==> config.mk <==
export PLATFORM = sky130hd
export DESIGN_NAME = ptx_serializer
export DESIGN_NICKNAME = d
export VERILOG_FILES = /design/src/rtl/ptx_serializer.sv
export SDC_FILE = /design/constraint.sdc
export NUM_CORES = 1
export LEC_CHECK = 0
export ABC_AREA = 1
export BUFFER_PORTS_ARGS = -buffer_cell sky130_fd_sc_hd__buf_4
export CAP_MARGIN = 20
export CORE_MARGIN = 4
export CORE_UTILIZATION = 35
export DETAILED_ROUTE_END_ITERATION = 6
export SYNTH_ARGS = -nofsm -noshare
export SYNTH_HDL_FRONTEND = slang
export SYNTH_SLANG_ARGS = --single-unit
==> constraint.sdc <==
create_clock -name clk_32f -period 1.8 [get_ports clk_32f]
set_input_delay 0.36 -clock clk_32f [delete_from_list [all_inputs] [get_ports clk_32f]]
set_output_delay 0.36 -clock clk_32f [all_outputs]
set_load 0.1 [all_outputs]
==> src/rtl/ptx_serializer.sv <==
// ptx_serializer: transmit-side parallel-to-serial converter.
//
// Takes bytes over a valid/ready handshake and shifts them out MSB-first,
// one bit per clk_32f. After reset it first sends COMMA_COUNT COMMA symbols
// so the far-end receiver can lock. After that it sends a data byte when
// one is waiting and the IDLE symbol otherwise.
//
// Ports:
//   clk_32f      in   bit clock; all logic is on the rising edge
//   reset        in   synchronous, active-high reset
//   data_in      in   [7:0] byte to transmit
//   valid_in     in   data_in is valid
//   ready_out    out  byte accepted this cycle when valid_in is also high
//                     (combinational)
//   data_out     out  registered serial bit stream
//   symbol_start out  registered; high while data_out carries bit 7 of a symbol
//   active_tx    out  registered; high once the COMMA preamble has completed
module ptx_serializer #(
  parameter int         COMMA_COUNT = 4,
  parameter logic [7:0] COMMA_SYM   = 8'hBC,
  parameter logic [7:0] IDLE_SYM    = 8'h7C
) (
  input  logic       clk_32f,
  input  logic       reset,
  input  logic [7:0] data_in,
  input  logic       valid_in,
  output logic       ready_out,
  output logic       data_out,
  output logic       symbol_start,
  output logic       active_tx
);

  typedef enum logic {
    SYNC = 1'b0,
    RUN  = 1'b1
  } state_t;

  localparam logic [3:0] LAST_COMMA = 4'(COMMA_COUNT - 1);

  state_t     state;
  logic [2:0] bit_cnt;
  logic [7:0] sym_reg;
  logic [3:0] comma_cnt;
  logic [7:0] hold_reg;
  logic       hold_full;

  logic slot_end;
  logic last_sync;
  logic pop;
  logic accept;

  // The edge with bit_cnt==7 ends the current symbol slot and loads the next.
  // In the last preamble slot the held byte may already go out, so that slot
  // pops exactly like a RUN slot.
  always_comb begin
    slot_end  = (bit_cnt == 3'd7);
    last_sync = (state == SYNC) && (comma_cnt == LAST_COMMA);
    pop       = slot_end && hold_full && ((state == RUN) || last_sync);
    accept    = valid_in && ready_out;
  end

  // A pop frees the buffer on the same edge, so a new byte can be taken in
  // parallel; this keeps back-to-back bytes gap-free.
  assign ready_out = !hold_full || pop;

  // NOTE: sequential state uses non-blocking assignments only, so every
  // right-hand side below reads the pre-edge value of the registers.
  always_ff @(posedge clk_32f) begin
    if (reset) begin
      state        <= SYNC;
      bit_cnt      <= 3'd0;
      sym_reg      <= COMMA_SYM;
      comma_cnt    <= 4'd0;
      hold_reg     <= 8'h00;
      hold_full    <= 1'b0;
      data_out     <= 1'b0;
      symbol_start <= 1'b0;
      active_tx    <= 1'b0;
    end else begin
      data_out     <= sym_reg[3'd7 - bit_cnt];
      symbol_start <= (bit_cnt == 3'd0);
      bit_cnt      <= bit_cnt + 3'd1;

      if (slot_end) begin
        if ((state == SYNC) && !last_sync) begin
          sym_reg   <= COMMA_SYM;
          comma_cnt <= comma_cnt + 4'd1;
        end else begin
          state     <= RUN;
          active_tx <= 1'b1;
          sym_reg   <= pop ? hold_reg : IDLE_SYM;
        end
      end

      // Accept takes priority: on a simultaneous pop the old byte has already
      // moved to sym_reg above and the buffer stays full with the new one.
      if (accept) begin
        hold_reg  <= data_in;
        hold_full <= 1'b1;
      end else if (pop) begin
        hold_full <= 1'b0;
      end
    end
  end

endmodule

After elaboration in Yosys (flattened, before gate mapping)
Cells that the tools add are included.

Bits in latches: 0. Output and inout port bits: 4. Memories: 0. Memory bits (writable): 0. Input port bits: 11. Flip-flop bits (word level): 27. Bits in read-only memories: 0. Logic and storage cells: 35.

Multiplexer cells: 6. Equal/unequal tests: 2. Multipliers: 0. Shifts and indexed selects: 0. $lt $le $gt $ge: 1. $add $sub $neg: 3. Divide/modulo/power cells: 0. Bitwise operators: 2. Reduce and logical (&&, ||, !) cells: 13.

Operator list (count): 8-bit 2-to-1 mux (2); 1-bit logical AND (5); 4-bit by 1-bit adder with 4-bit output (second input constant) (1); 4-bit by 2-bit == test with 1-bit output (second input constant) (1); 3-bit by 4-bit < comparator with 1-bit output (second input constant) (1); 2-bit AND reduction (2); 3-bit by 1-bit adder with 3-bit output (second input constant) (1); 1-bit binary-select mux with 3-bit select (1); 3-bit == test (second input constant) (1); 3-bit logical NOT (1); 1-bit 2-to-1 mux (3); 3-bit subtractor (first input constant) (1); 1-bit logical NOT (2); 1-bit logical OR (2); 1-bit NOT (2); 2-bit nonzero test (1).

Logic depth before layout (Yosys ltp)
Depth after elaboration: 7. Mapped depth: 9. Depth with buffers taken out: 9.

Least setup slack after synthesis
No wires, ideal clock.

Path kind: register to output. Start: register state. End: output port ready_out. Path slack: -0.258 ns. Cell stages (with the launch flop): 6. Buffers on the path: 1. Arrival: 1.698 ns. Path through: dfxtp_1 -> inv_1 -> nand2_4 -> nand2_4 -> nand2_4 -> buf_12.

Cells in the longest elaborated chain, start to end: 5.

Ends and longest elaborated chain: start, declared (line 40) `state_t state;`; start signal, assigned (line 70) `state <= SYNC;`; start signal, assigned (line 89) `state <= RUN;`; 1-bit NOT (line 57) `last_sync = (state == SYNC) && (comma_cnt == LAST_COMMA);`; 1-bit logical AND (line 57); 1-bit logical OR * (line 58) `pop = slot_end && hold_full && ((state == RUN) || last_sync);`; 1-bit logical AND * (line 58); 1-bit logical OR * (line 64) `assign ready_out = !hold_full || pop;`; end, declared (line 27) `output logic ready_out,`.

Mark *: on every way between the ends. The rest lies on a longest branch, timed or not.

Worst setup path in the final report
Start: register bit_cnt[1]. End: output port ready_out.

Cells in the longest elaborated chain, start to end: 4.

Ends and longest elaborated chain: start, declared (line 41) `logic [2:0] bit_cnt;`; start signal, assigned (line 82) `bit_cnt <= bit_cnt + 3'd1;`; 3-bit == test (line 56) `slot_end = (bit_cnt == 3'd7);`; 1-bit logical AND (2 in a row) (line 58); 1-bit logical OR (line 64).

Every way passes these cells.

==> summary by stage <==
Run status
The run finished with clean final reports.

Synth
After synthesis, the netlist uses 23 different library cells. For this run, the register share of the synthesized area comes to 43.81%. The dominant cell by count in the synthesized netlist is sky130_fd_sc_hd__dfxtp_1. The post-synthesis instance area is approximately 1200 um2. For this run, the number of Yosys warnings is 0. The simple-gate area share of the yosys netlist is between 20% and 30%. The mean area per synthesized cell is roughly 8.0 um2. The number of nets in the synthesized netlist is ~170. The async set or reset register ratio after synthesis is 0%. Synthesis handed over a netlist of 154 instances. Sorting the synthesized cells by area gives the leading types as sky130_fd_sc_hd__dfxtp_1 44%, sky130_fd_sc_hd__nand2_1 7.3%, sky130_fd_sc_hd__inv_1 6.1%. After synthesis the netlist holds a flip-flop and latch count of 27. After synthesis, the share of cell area in mux cells is 0%. The post-synthesis xor/xnor area fraction is roughly 1.4%.

The area share of the largest cell type after synthesis is between 40 and 50%. The dominant synthesized flop cell is sky130_fd_sc_hd__dfxtp_1. The largest total area in the synthesized netlist belongs to sky130_fd_sc_hd__dfxtp_1. The compound-cell area share of the yosys netlist is about 16%. The number of enable flip-flop cells after synthesis is 0.

The commonest cells after synthesis are 27 x sky130_fd_sc_hd__dfxtp_1, 24 x sky130_fd_sc_hd__nand2_1, 20 x sky130_fd_sc_hd__inv_1, 17 x sky130_fd_sc_hd__nor2_1, 13 x sky130_fd_sc_hd__nand3_1. The arithmetic-cell share of the synthesized area counting full adders, half adders and majority gates is under 10%. By area, the combinational part of the netlist is dominated by simple AND/OR/NAND/NOR gates.

Die
The height of the die is approximately 67 um. The die outline width is ~67 um. The die covers 4539 um2.

The number of top-level pins is 15. The total number of placement rows is 21. The core region is around 3400 um2. The effective utilization at floorplan is between 30% and 40%.

Global routing
The first global-routing pass estimated between 4000 and 5000 um of wire. met2 is the most crowded layer. The fraction of met2 tracks used by global routing is between 20 and 25%. The remaining global-route overflow is 0. The number of antenna violations at the first check in global routing is 0. The combined global-route utilization of all metal layers is a little under an eighth.

The via count of the first global-routing pass was just under 1k. The met1 capacity usage during global routing is between 10% and 20%. The largest net degree at the start of global routing is 18. Global routing consumed, on the met3 layer, under 10% of the routing resources.

Setup path
The number of cells traversed by the worst register-to-register path is 6. The setup path with the least slack is of type register to output pin. STA classifies the critical path startpoint as a register. The reg-to-reg startpoint is bit_cnt[1].

The arrival time at the worst endpoint is 1430 ps. At the worst endpoint, the required time is around 1400 ps. The worst-case register-to-register setup slack is 330 ps. The endpoint identified for the worst register-to-register timing path is sym_reg[6]. The type of destination of the critical path is an output pin.

In this run the worst path has a maximum fanout of 2.

Clock tree
Counting along the longest clock path gives a buffer depth of 2. The number of levels in the clock H-tree is 1. The clock tree from TritonCTS is built.

Clock-pin slew was measured on the worst setup and hold paths at approximately 150 ps. Hold repair after CTS inserted 0 buffers. The clock net in this run drives a total of 27 sinks.

The tree is rooted in a sky130_fd_sc_hd__clkbuf_4. The total CTS buffers is 3. For the worst-skew pair, the clock arrives at the later sink with an insertion delay of between 300 and 400 ps.

Timing
Setup violations remaining at the end of the flow were counted as 0. The number of max-slew violations in the final report is 0. The worst max-slew margin expressed relative to the limit is between 80% and 90%.

The final setup skew is approximately 7.9 ps. At the pin with the least slew margin, the transition time is approximately 280 ps. The final cycle utilization of the critical path is slightly below 100%. Derived from the worst setup path, the maximum achievable clock frequency is roughly 560 MHz. Setup repair after global routing could not meet its margin everywhere. The final hold slack is between 200 and 300 ps. The shortest clock period the worst path allows after layout is between 1500 and 2000 ps. The hold violation total from the final report was 0.

Power
The leakage power summed over all cells is a little under 0.7 nW. The final total power is between 1 and 1.5 mW. The ratio of total power to cell area is approximately 740 nW/um2. Across the VDD grid, the largest voltage drop is 0.0003752 V.

Drt
The number of DRC markers in iteration 0 is 86. Using the TritonRoute via totals, the vias-per-cell ratio works out to around 4.7. The number of iterations in the first detailed-routing pass is 4. The number of nets with antenna violations after routing is 0.

For this run, design rule violations remaining after detail routing come to 0. The wire length reported by the detailed router is between 2000 and 3000 um. Summing over every cut layer, the via total after detailed routing is between 1k and 1.5k. After detailed routing, the average wire length per cell comes to about 11 um.

Hold path
The startpoint of the worst hold path is reset. The end point of the worst hold path is comma_cnt[1]. The number of stages on the worst hold path is 2. The min-delay analysis places its worst path in the category input pin to register.

Placed design
The area of placed instances is 1379 um2. The HPWL after detailed placement is between 1500 and 2000 um. The count of buffers from port buffering is 14. The congestion estimate from routability-driven global placement came to roughly 0.84.

Run
Across the run, the number of max-cap violations was 0.

Layout
For this run, the share of the core covered by cells in the final layout is between 40 and 50%. The count of antenna diodes in the layout is 0. In the final layout, the share of cells above drive strength 1 is 31.28%. The total number of nets in the final design is between 150 and 200. The post-layout instance area is between 1500 and 2000 um2.

In the final layout, flip-flops and latches occupy 546.8 um2. Relative to the synthesized area, the layout overhead comes to 22.92%. The count of filler cells inserted in the layout is between 300 and 400. The area occupied by multi-input gates is about 600 um2.
[worst max-delay path, stage by stage (launching register included)]
cell                      delay, ps
sky130_fd_sc_hd__dfxtp_2        390
sky130_fd_sc_hd__ha_4           150
sky130_fd_sc_hd__ha_4           140
sky130_fd_sc_hd__nand2_4         60
sky130_fd_sc_hd__inv_4           70
sky130_fd_sc_hd__nand2_4         50
sky130_fd_sc_hd__nand2_4         70
sky130_fd_sc_hd__buf_12         170
[final cells by class]
cell class | instances | share of cell area (%)
flip-flops and latches | 27 | 36.06
clock buffers | 3 | 1.485
multi-input cells | 100 | 38.61
inverters | 21 | 5.363
clock inverters | 1 | 0.4951
repair buffers | 27 | 14.19
well taps | 46 | 3.795
[per-layer routing]
metal  up-vias  wire length [um]  share of wire [%]
met3         4                68                2.6
met4         0                34                1.3
met1       490              1193                 46
li1        547                 -                  -
met5         -                 0                  0
met2        19              1282                 50
[metrics by stage]
step,std cells,setup TNS (ps),worst slack (ps)
finish,225,0,11.99
global route,225,-49.37,-49.37
CTS,221,0,3.931
detailed placement,214,0,177.8
global placement,214,0,210.3
floorplan,154,0,109.8
[report_power, final]
group          switching, mW  internal (mW)
combinational          0.123         0.0748
clock                  0.195         0.0852
sequential            0.0215          0.626
total                  0.339          0.786
[worst max-delay path by stage]
stage               depth (start not counted)        from   endpoint
finish                                      7  bit_cnt[1]  ready_out
global route                                7  bit_cnt[1]  ready_out
CTS                                         7  bit_cnt[0]  ready_out
detailed placement                          7  bit_cnt[0]  ready_out
global placement                            7  bit_cnt[0]  ready_out
floorplan                                   5       state  ready_out
[kinds of logic after synthesis]
| group | after synthesis |
|---|---|
| xor+xnor | 2 |
| flops | 27 |
| buf+inv | 27 |
| fa+ha+maj | 4 |
| compound gates | 31 |
| simple gates | 63 |
[layout by cell type, fill, tap and decap left out]
master,count
sky130_fd_sc_hd__buf_4,26
sky130_fd_sc_hd__nand2_1,23
sky130_fd_sc_hd__dfxtp_1,22
sky130_fd_sc_hd__inv_1,20
sky130_fd_sc_hd__nor2_1,17
sky130_fd_sc_hd__nand3_1,13
sky130_fd_sc_hd__a21oi_1,11
sky130_fd_sc_hd__a21oi_2,8
sky130_fd_sc_hd__o21ai_0,7
sky130_fd_sc_hd__dfxtp_2,5
sky130_fd_sc_hd__nand2_4,4
sky130_fd_sc_hd__o22ai_1,4
sky130_fd_sc_hd__clkbuf_4,3
sky130_fd_sc_hd__or2_2,2
sky130_fd_sc_hd__nand4_1,2
sky130_fd_sc_hd__ha_4,2
sky130_fd_sc_hd__nor2_2,1
sky130_fd_sc_hd__nand2_2,1
sky130_fd_sc_hd__inv_4,1
sky130_fd_sc_hd__o211ai_1,1
sky130_fd_sc_hd__xor2_1,1
sky130_fd_sc_hd__xnor2_1,1
sky130_fd_sc_hd__ha_1,1
sky130_fd_sc_hd__ha_2,1
sky130_fd_sc_hd__clkinvlp_4,1
sky130_fd_sc_hd__buf_12,1
[repair_timing]
item	4_1_cts	5_1_grt
setup endpoints to repair	1	1
resized for setup	10	5
pin swaps	1	1
setup buffers	3	4
Power figures use the tool's default switching activity.
